==> src/rtl/alarm_bank.sv <==
// Multi-channel alarm bank. Each channel stores an hour, a minute and an
// enable bit, which are edited through the selected-channel pulses. A single
// IDLE/RING/SNOOZE controller rings for the lowest enabled channel whose time
// matches at the top of a minute. One down-counter times both the ring and
// the snooze period.
module alarm_bank #(
  parameter int NUM_ALARMS  = 4,
  parameter int RING_SECS   = 60,
  parameter int SNOOZE_SECS = 300,
  localparam int CW = (NUM_ALARMS > 1) ? $clog2(NUM_ALARMS) : 1
) (
  input  logic          clk,
  input  logic          rst_n,
  input  logic          tick,
  input  logic [4:0]    cur_hour,
  input  logic [5:0]    cur_min,
  input  logic [5:0]    cur_sec,
  input  logic [CW-1:0] sel,
  input  logic          inc_min,
  input  logic          inc_hour,
  input  logic          en_toggle,
  input  logic          stop,
  input  logic          snooze,
  output logic [4:0]    disp_hour,
  output logic [5:0]    disp_min,
  output logic          disp_en,
  output logic          ring,
  output logic          led,
  output logic [CW-1:0] ring_ch
);

  // The counter only has to hold the longer of the two periods minus one.
  localparam int CNT_MAX = (RING_SECS > SNOOZE_SECS) ? RING_SECS : SNOOZE_SECS;
  localparam int CNTW    = (CNT_MAX > 1) ? $clog2(CNT_MAX) : 1;
  localparam logic [CNTW-1:0] RING_LOAD   = CNTW'(RING_SECS - 1);
  localparam logic [CNTW-1:0] SNOOZE_LOAD = CNTW'(SNOOZE_SECS - 1);

  typedef enum logic [1:0] {IDLE, RING, SNOOZE} state_t;

  state_t          state;
  logic [CNTW-1:0] cnt;

  logic [4:0] hour_q [NUM_ALARMS];
  logic [5:0] min_q  [NUM_ALARMS];
  logic       en_q   [NUM_ALARMS];

  logic          any_match;
  logic [CW-1:0] match_ch;
  logic          kill;

  // Alarm storage: the selected channel takes every edit pulse present this cycle.
  // NOTE: the alarm table is a handful of flops, not a RAM, so it is reset
  // explicitly; reset must leave every channel at 00:00 and disabled.
  always_ff @(posedge clk or negedge rst_n) begin
    if (!rst_n) begin
      for (int i = 0; i < NUM_ALARMS; i++) begin
        hour_q[i] <= '0;
        min_q[i]  <= '0;
        en_q[i]   <= 1'b0;
      end
    end else begin
      for (int i = 0; i < NUM_ALARMS; i++) begin
        // An out-of-range sel equals no channel index, so its edits are dropped.
        if (sel == CW'(i)) begin
          if (inc_min)
            min_q[i] <= (min_q[i] == 6'd59) ? 6'd0 : min_q[i] + 6'd1;
          if (inc_hour)
            hour_q[i] <= (hour_q[i] == 5'd23) ? 5'd0 : hour_q[i] + 5'd1;
          if (en_toggle)
            en_q[i] <= ~en_q[i];
        end
      end
    end
  end

  // Display mux: zero-latency view of the selected channel, zero when out of range.
  // NOTE: every output of a combinational block gets a default first so that a
  // path which assigns nothing cannot infer a latch.
  always_comb begin
    disp_hour = '0;
    disp_min  = '0;
    disp_en   = 1'b0;
    for (int i = 0; i < NUM_ALARMS; i++) begin
      if (sel == CW'(i)) begin
        disp_hour = hour_q[i];
        disp_min  = min_q[i];
        disp_en   = en_q[i];
      end
    end
  end

  // Match detect: scanning downward leaves the lowest matching index in match_ch.
  always_comb begin
    any_match = 1'b0;
    match_ch  = '0;
    for (int i = NUM_ALARMS - 1; i >= 0; i--) begin
      if (tick && (cur_sec == 6'd0) && en_q[i] &&
          (cur_hour == hour_q[i]) && (cur_min == min_q[i])) begin
        any_match = 1'b1;
        match_ch  = CW'(i);
      end
    end
  end

  // Disabling the channel that owns the active ring/snooze cancels it like stop.
  always_comb begin
    kill = 1'b0;
    for (int i = 0; i < NUM_ALARMS; i++) begin
      if (en_toggle && (sel == CW'(i)) && (ring_ch == CW'(i)) && en_q[i])
        kill = 1'b1;
    end
  end

  // Ring controller with registered ring/led/ring_ch; stop beats snooze beats tick.
  // NOTE: all state here is updated with non-blocking assignments so every
  // register samples the pre-edge values, independent of statement order.
  always_ff @(posedge clk or negedge rst_n) begin
    if (!rst_n) begin
      state   <= IDLE;
      cnt     <= '0;
      ring    <= 1'b0;
      led     <= 1'b0;
      ring_ch <= '0;
    end else begin
      case (state)
        IDLE: begin
          if (any_match) begin
            state   <= RING;
            cnt     <= RING_LOAD;
            ring    <= 1'b1;
            led     <= 1'b1;
            ring_ch <= match_ch;
          end
        end
        RING: begin
          if (stop || kill) begin
            state <= IDLE;
            cnt   <= '0;
            ring  <= 1'b0;
            led   <= 1'b0;
          end else if (snooze) begin
            state <= SNOOZE;
            cnt   <= SNOOZE_LOAD;
            ring  <= 1'b0;
            led   <= 1'b0;
          end else if (tick) begin
            if (cnt == '0) begin
              state <= IDLE;
              ring  <= 1'b0;
              led   <= 1'b0;
            end else begin
              cnt <= cnt - 1'b1;
              led <= ~led;
            end
          end
        end
        SNOOZE: begin
          if (stop || kill) begin
            state <= IDLE;
            cnt   <= '0;
            ring  <= 1'b0;
            led   <= 1'b0;
          end else if (tick) begin
            if (cnt == '0) begin
              state <= RING;
              cnt   <= RING_LOAD;
              ring  <= 1'b1;
              led   <= 1'b1;
            end else begin
              cnt <= cnt - 1'b1;
            end
          end
        end
        default: begin
          state <= IDLE;
          cnt   <= '0;
          ring  <= 1'b0;
          led   <= 1'b0;
        end
      endcase
    end
  end

endmodule

==> config.mk <==
export PLATFORM = sky130hd
export DESIGN_NAME = alarm_bank
export DESIGN_NICKNAME = d
export VERILOG_FILES = /design/src/rtl/alarm_bank.sv
export SDC_FILE = /design/constraint.sdc
export NUM_CORES = 1
export LEC_CHECK = 0
export ABC_AREA = 1
export CAP_MARGIN = 20
export CELL_PAD_IN_SITES_DETAIL_PLACEMENT = 0
export CELL_PAD_IN_SITES_GLOBAL_PLACEMENT = 1
export CORE_UTILIZATION = 44
export DETAILED_ROUTE_END_ITERATION = 10
export GPL_ROUTABILITY_DRIVEN = 0
export HOLD_SLACK_MARGIN = 0.05
export PLACE_DENSITY = 0.95
export SLEW_MARGIN = 10
export SYNTH_ARGS = -nofsm -noshare
export SYNTH_HDL_FRONTEND = slang
export SYNTH_SLANG_ARGS = --single-unit
==> constraint.sdc <==
create_clock -name clk -period 4.3 [get_ports clk]
set_clock_uncertainty 0.2 [all_clocks]
set_input_delay 0.43 -clock clk [delete_from_list [all_inputs] [get_ports clk]]
set_output_delay 0.43 -clock clk [all_outputs]
set_load 0.1 [all_outputs]
==> results.yml, run 1 <==
setup_path:
  regToRegStartpoint: "cnt[0]$_DFFE_PN0P_"
  crit_type: "in2out"
  worstSetupEndpointType: "output port"
  cpPeakStageDelay_ns: 0.49
  critical_path_required_ns: 3.67
  crit_path_max_fanout: 7
  path_cells: "clkdlybuf4s50_1, nor2_1, inv_1, o22ai_1, a21oi_1, o21ai_0, buf_4"
  cp-start-kind: "input port"
  rr_worst_depth: 8
  reg2reg_slack_ns: 2.19
  critPathSlowestCell: "clkdlybuf4s50_1"
  r2r_end: "cnt[0]$_DFFE_PN0P_"
  arrival_ns: 2.32
yosys:
  synthArstFlopShare: 1.00
  ys_seq_area_frac: 0.349
  yosysMostFrequentCell: "nand2_1"
  synthCells: 716
  synth_top_area_share: 0.349
  synth_seq_cells: 63
  synth.largest_area_cell: "dfrtp_1"
  yosys-top-cells-count: "232 x nand2_1, 108 x inv_1, 95 x nor2_1"
  synth_edf_count: 0
  synth.top_cells.by_area: "dfrtp_1 35%, nand2_1 19%, inv_1 9.0%"
  syn_avg_cell_area_sq_um: 6.31
  ys_warn_count: 0
  ys.flop_type: "dfrtp_1"
  syn-num-nets: 753
  ys_types: 30
  synth_area_sq_um: 4520
final_layout:
  stdcell_area_sq_um: 5290
  finalNetCount: 804
  n_antenna_cell: 0
  drive_gt1_frac: 0.0609
  filler_cell_count: 995
  area_delta_synth_final_pct: 17.0
pwr:
  pwr-share-clk: 0.175
  p_int_mw: 1.69
  swShare: 0.504
  switching_power_mw: 1.72
  power_density_nw_per_um2: 643
  seq_power_share: 0.333
  peakVddDrop_mv: 0.349
  comb_power_share: 0.492
  p_leak_nw: 2.68
min_path:
  hold_path.class: "reg2reg"
  hp-start: "ring$_DFFE_PN0P_"
  min_to: "ring$_DFFE_PN0P_"
  whs_path_depth: 2
flow_run:
  drv_cap: 0
floorplanning:
  die_h_microns: 103
  dieWidth_microns: 103
  row_count: 36
  core_area_sq_um: 9860
  die_area_sq_um: 10700
  io_pins: 43
  initial_core_util: 0.458
timing:
  max_slew_margin: 0.355
  fmax_mhz: 338
  hold_viol: 0
  worstMarginPinSlew_ns: 0.965
  fin_crit_sh: 0.687
  rsz0062_at_grt: "no"
  fin_tns_setup_ns: 0
  slew_violations: 0
  finalSetupViolations: 0
  fin_crit_ns: 2.95
global_route:
  grt_pass1_wl_mm: 21.1
  grtUsageTotal: 0.260
  antenna_found_initial: 0
  overflow: 0
  grt_max_degree: 36
  grt_pass1_vias: 4467
clock_network:
  cts_max_path_buffers: 2
  cts_setup_buffers: 0
  cts_sinks: 63
  insertion_delay_ns: 0.35
  root_buffer: "clkbuf_8"
  postCtsResizedCells: 0
  clkTransAtPathRegs_ns: 0.07
  cts_tree: "done"
  numCtsBuffers: 9
  cts_max_level: 3
placement:
  placed_cell_area_sq_um: 5060
  dpl.hpwl_mm: 9.91
  port_buffers: 42
routing:
  drc: 0
  drt_iter0_markers: 226
  drt-total-wl_mm: 12.6
  avgViaCountPerCell: 5.04
  postRouteAntennaNets: 0
  firstDrtPassIters: 6
  vias: 4564
  wl_per_cell_microns: 13.9
status:
  run_status: "finished clean"
[cell families after synthesis]
logic type      after synthesis  synth area share
simple gates                408             0.370
buf+inv                     121             0.104
compound gates               99             0.121
flops                        63             0.349
xor+xnor                     15            0.0291
fa+ha+maj                    10            0.0277
[cell type report]
cell class	instances	area (sq um)	area share
well taps	133	166	0.0314
flip-flops and latches	63	1580	0.298
clock buffers	13	159	0.0300
repair buffers	45	410	0.0776
clock inverters	3	65.1	0.0123
multi-input cells	532	2480	0.468
inverters	116	438	0.0828
[cell usage in the layout (no fill, tap or decap), drive strengths merged, types with 15 or more instances in the layout]
cell type | synthesis | final
dfrtp | 63 | 63
nor3 | 27 | 27
o21ai | 56 | 56
nor2 | 97 | 97
nand2 | 235 | 235
nand3 | 40 | 40
inv | 116 | 116
a21oi | 27 | 27
clkdlybuf4s50 | 0 | 29
buf | 2 | 15
[stage by stage]
stage / setup slack [ns] / instances / util / total power [mW] / hold WS [ns]
floorplan: 0.885 / 716 / - / 2.35 / -0.0656
global placement: 1.44 / 888 / 0.513 / 2.76 / 0.274
detailed placement: 1.37 / 888 / 0.513 / 2.80 / 0.280
CTS: 1.39 / 905 / 0.536 / 3.41 / 0.298
global route: 1.21 / 905 / 0.536 / 3.68 / 0.314
finish: 1.35 / 905 / 0.536 / 3.40 / 0.289
[worst max path at each step]
stage                      start                  to  slack (ns)  cells past startpoint
after global routing      sel[1]        disp_hour[1]        1.21                      7
after floorplan           sel[0]        disp_hour[1]        0.89                      3
after detailed placement  sel[1]  cnt[0]$_DFFE_PN0P_        1.37                     12
final                     sel[1]         disp_min[1]        1.35                      7
after global placement    sel[1]  cnt[8]$_DFFE_PN0P_        1.44                     12
after CTS                 sel[1]        disp_hour[1]        1.39                      7
[critical path: cells and delay by family]
family                 cells  cell delay (ns)
buffers and inverters      3             1.04
AND/OR/NAND/NOR            1             0.48
AO/OA/AOI/OAI              3             0.36
[metal layers]
layer	track usage	vias to the layer above	wire, microns
met5	0	-	0
met3	0.0403	17	636
met4	0.0748	0	187
li1	-	2373	-
met2	0.433	135	5820
met1	0.351	2039	5920
[flip-flops by register name (all words and copies together), names as in the netlist]
signal / flops
min_q: 24
hour_q: 20
cnt: 9
en_q: 4
ring_ch: 2
state: 2
led: 1
ring: 1
[power by group through the flow]
stage,registers (mW),clock network [mW],logic (mW)
2_1_floorplan,1.10,0,1.25
3_3_place_gp,1.13,0,1.63
3_5_place_dp,1.14,0,1.66
4_1_cts,1.13,0.609,1.67
5_1_grt,1.17,0.635,1.88
6_report,1.13,0.597,1.67
[repair_timing]
| action | in CTS | in global routing |
|---|---|---|
| hold buffers | 1 | 0 |
| setup endpoints to repair | 0 | 0 |
| endpoints found under the hold margin | 28 | 0 |
Note: power is estimated with default switching activity, not from simulation.
==> run 2: changes to the inputs <==
--- a/config.mk
+++ b/config.mk
@@ -9,11 +9,11 @@
 export CAP_MARGIN = 20
 export CELL_PAD_IN_SITES_DETAIL_PLACEMENT = 0
 export CELL_PAD_IN_SITES_GLOBAL_PLACEMENT = 1
-export CORE_UTILIZATION = 44
+export CORE_UTILIZATION = 41
 export DETAILED_ROUTE_END_ITERATION = 10
 export GPL_ROUTABILITY_DRIVEN = 0
 export HOLD_SLACK_MARGIN = 0.05
-export PLACE_DENSITY = 0.95
+export PLACE_DENSITY = 0.9
 export SLEW_MARGIN = 10
 export SYNTH_ARGS = -nofsm -noshare
 export SYNTH_HDL_FRONTEND = slang
==> constraint.sdc (replaced) <==
create_clock -name clk -period 2.9 [get_ports clk]
set_clock_uncertainty 0.2 [all_clocks]
set_input_delay 0.29 -clock clk [delete_from_list [all_inputs] [get_ports clk]]
set_output_delay 0.29 -clock clk [all_outputs]
set_load 0.1 [all_outputs]
==> results.yml, run 2 (same netlist as run 1, synthesis figures left out) <==
status:
  run_status: "finished clean"
setup_path:
  cp-start-kind: "input port"
  crit_path_max_fanout: 5
  worstSetupEndpointType: "output port"
  crit_type: "in2out"
  critical_path_required_ns: 2.41
  arrival_ns: 1.98
timing:
  fin_crit_sh: 0.852
  hold_viol: 0
  slew_violations: 0
  worstMarginPinSlew_ns: 0.698
  fin_hold_ws_ns: 0.295
  rsz0062_at_grt: "no"
  fmax_mhz: 405
  finalSetupViolations: 0
  max_slew_margin: 0.535
  fin_crit_ns: 2.47
clock_network:
  insertion_delay_ns: 0.35
  postCtsResizedCells: 0
  cts_max_path_buffers: 2
  cts_tree: "done"
  cts_sinks: 63
  numCtsBuffers: 9
  clkTransAtPathRegs_ns: 0.07
  cts_max_level: 3
  root_buffer: "clkbuf_8"
final_layout:
  multi_input_area_sq_um: 2480
  final_common_cell: "nand2_1"
  regMostFlops: "min_q"
  filler_cell_count: 1045
  largest_reg_flops: 24
  stdcell_area_sq_um: 5440
  n_antenna_cell: 0
  final_cell_mix: "232 x nand2_1, 108 x inv_1, 95 x nor2_1"
  reg_top3: "min_q: 24 flops, hour_q: 20 flops, cnt: 9 flops"
  finalNetCount: 806
  seq_area_sq_um: 1580
  drive_gt1_frac: 0.0672
  area_delta_synth_final_pct: 20.4
min_path:
  hold_path.class: "reg2reg"
routing:
  drt_iter0_markers: 321
  avgViaCountPerCell: 5.24
  postRouteAntennaNets: 0
  vias: 4764
  drt-total-wl_mm: 13.2
  drc: 0
  firstDrtPassIters: 5
  wl_per_cell_microns: 14.5
global_route:
  antenna_found_initial: 0
  grt_max_degree: 36
  grt_pass1_wl_mm: 22.2
  grtUsageTotal: 0.251
  grt_pass1_vias: 4611
  overflow: 0
floorplanning:
  row_count: 37
  die_h_microns: 107
  dieWidth_microns: 107
  die_area_sq_um: 11500
  initial_core_util: 0.430
  io_pins: 43
  core_area_sq_um: 10500
flow_run:
  drv_cap: 0
pwr:
  peakVddDrop_mv: 0.664
  total_power_mw: 5.22
  power_density_nw_per_um2: 958
  p_leak_nw: 2.74
placement:
  dpl.hpwl_mm: 10.4
  placed_cell_area_sq_um: 5230
  port_buffers: 42
==> run 2: changes by cell type in the layout (fill, tap and decap cells not counted) <==
cell | previous run | this run
clkinv_2 | 1 | 2
buf_12 | 0 | 13
buf_4 | 14 | 7
clkbuf_8 | 11 | 9
clkdlybuf4s50_1 | 29 | 25
clkbuf_1 | 2 | 3
==> run 2: final cells by class <==
class	count	share of cell area
multi-input cells	532	0.455
flip-flops and latches	63	0.290
repair buffers	47	0.106
inverters	116	0.0804
well taps	136	0.0313
clock buffers	12	0.0248
clock inverters	4	0.0129
==> run 2: worst paths after layout <==
path / from / to / slack, ns / depth (start not counted)
min reg2reg: ring$_DFFE_PN0P_ / ring$_DFFE_PN0P_ / 0.30 / 2
max: sel[1] / disp_hour[1] / 0.43 / 7
max reg2reg: cnt[0]$_DFFE_PN0P_ / cnt[0]$_DFFE_PN0P_ / 0.74 / 8
min: ring$_DFFE_PN0P_ / ring$_DFFE_PN0P_ / 0.30 / 2
max in group asynchronous: rst_n / min_q[8]$_DFFE_PN0P_ / 1.55 / 3
min in group asynchronous: rst_n / hour_q[9]$_DFFE_PN0P_ / 0.31 / 2
==> run 2: stage by stage <==
| step | utilization | setup slack (ns) | cells | TNS [ns] |
|---|---|---|---|---|
| 2_1_floorplan | - | -0.235 | 716 | -1.64 |
| 3_3_place_gp | 0.498 | 0.399 | 893 | 0 |
| 3_5_place_dp | 0.498 | 0.341 | 893 | 0 |
| 4_1_cts | 0.518 | 0.484 | 910 | 0 |
| 5_1_grt | 0.518 | 0.342 | 910 | 0 |
| 6_report | 0.518 | 0.431 | 910 | 0 |
==> run 2: what timing repair did <==
item                      4_1_cts  5_1_grt
setup buffers                   0        0
hold buffers                    1        0
hold endpoints to repair       28        0
==> run 2: report_power, final <==
part	total (mW)	internal (mW)	switching (mW)	leakage, nW
Combinational	2.68	0.880	1.80	1.86
Sequential	1.71	1.23	0.471	0.770
Clock	0.832	0.482	0.349	0.104
==> run 2: worst max-delay path, cell delays in order <==
cell and delay [ns]:
clkdlybuf4s50_1 0.49, nor2_1 0.28, inv_1 0.21, o22ai_1 0.20, a21oi_1 0.07, o21ai_0 0.20
buf_12 0.24
==> run 2: routing by layer <==
layer,track usage,up-vias,part of all wire
met5,0,-,0
met4,0.0959,0,0.025
met3,0.0426,35,0.053
met2,0.416,163,0.47
met1,0.327,2199,0.46
li1,-,2367,-
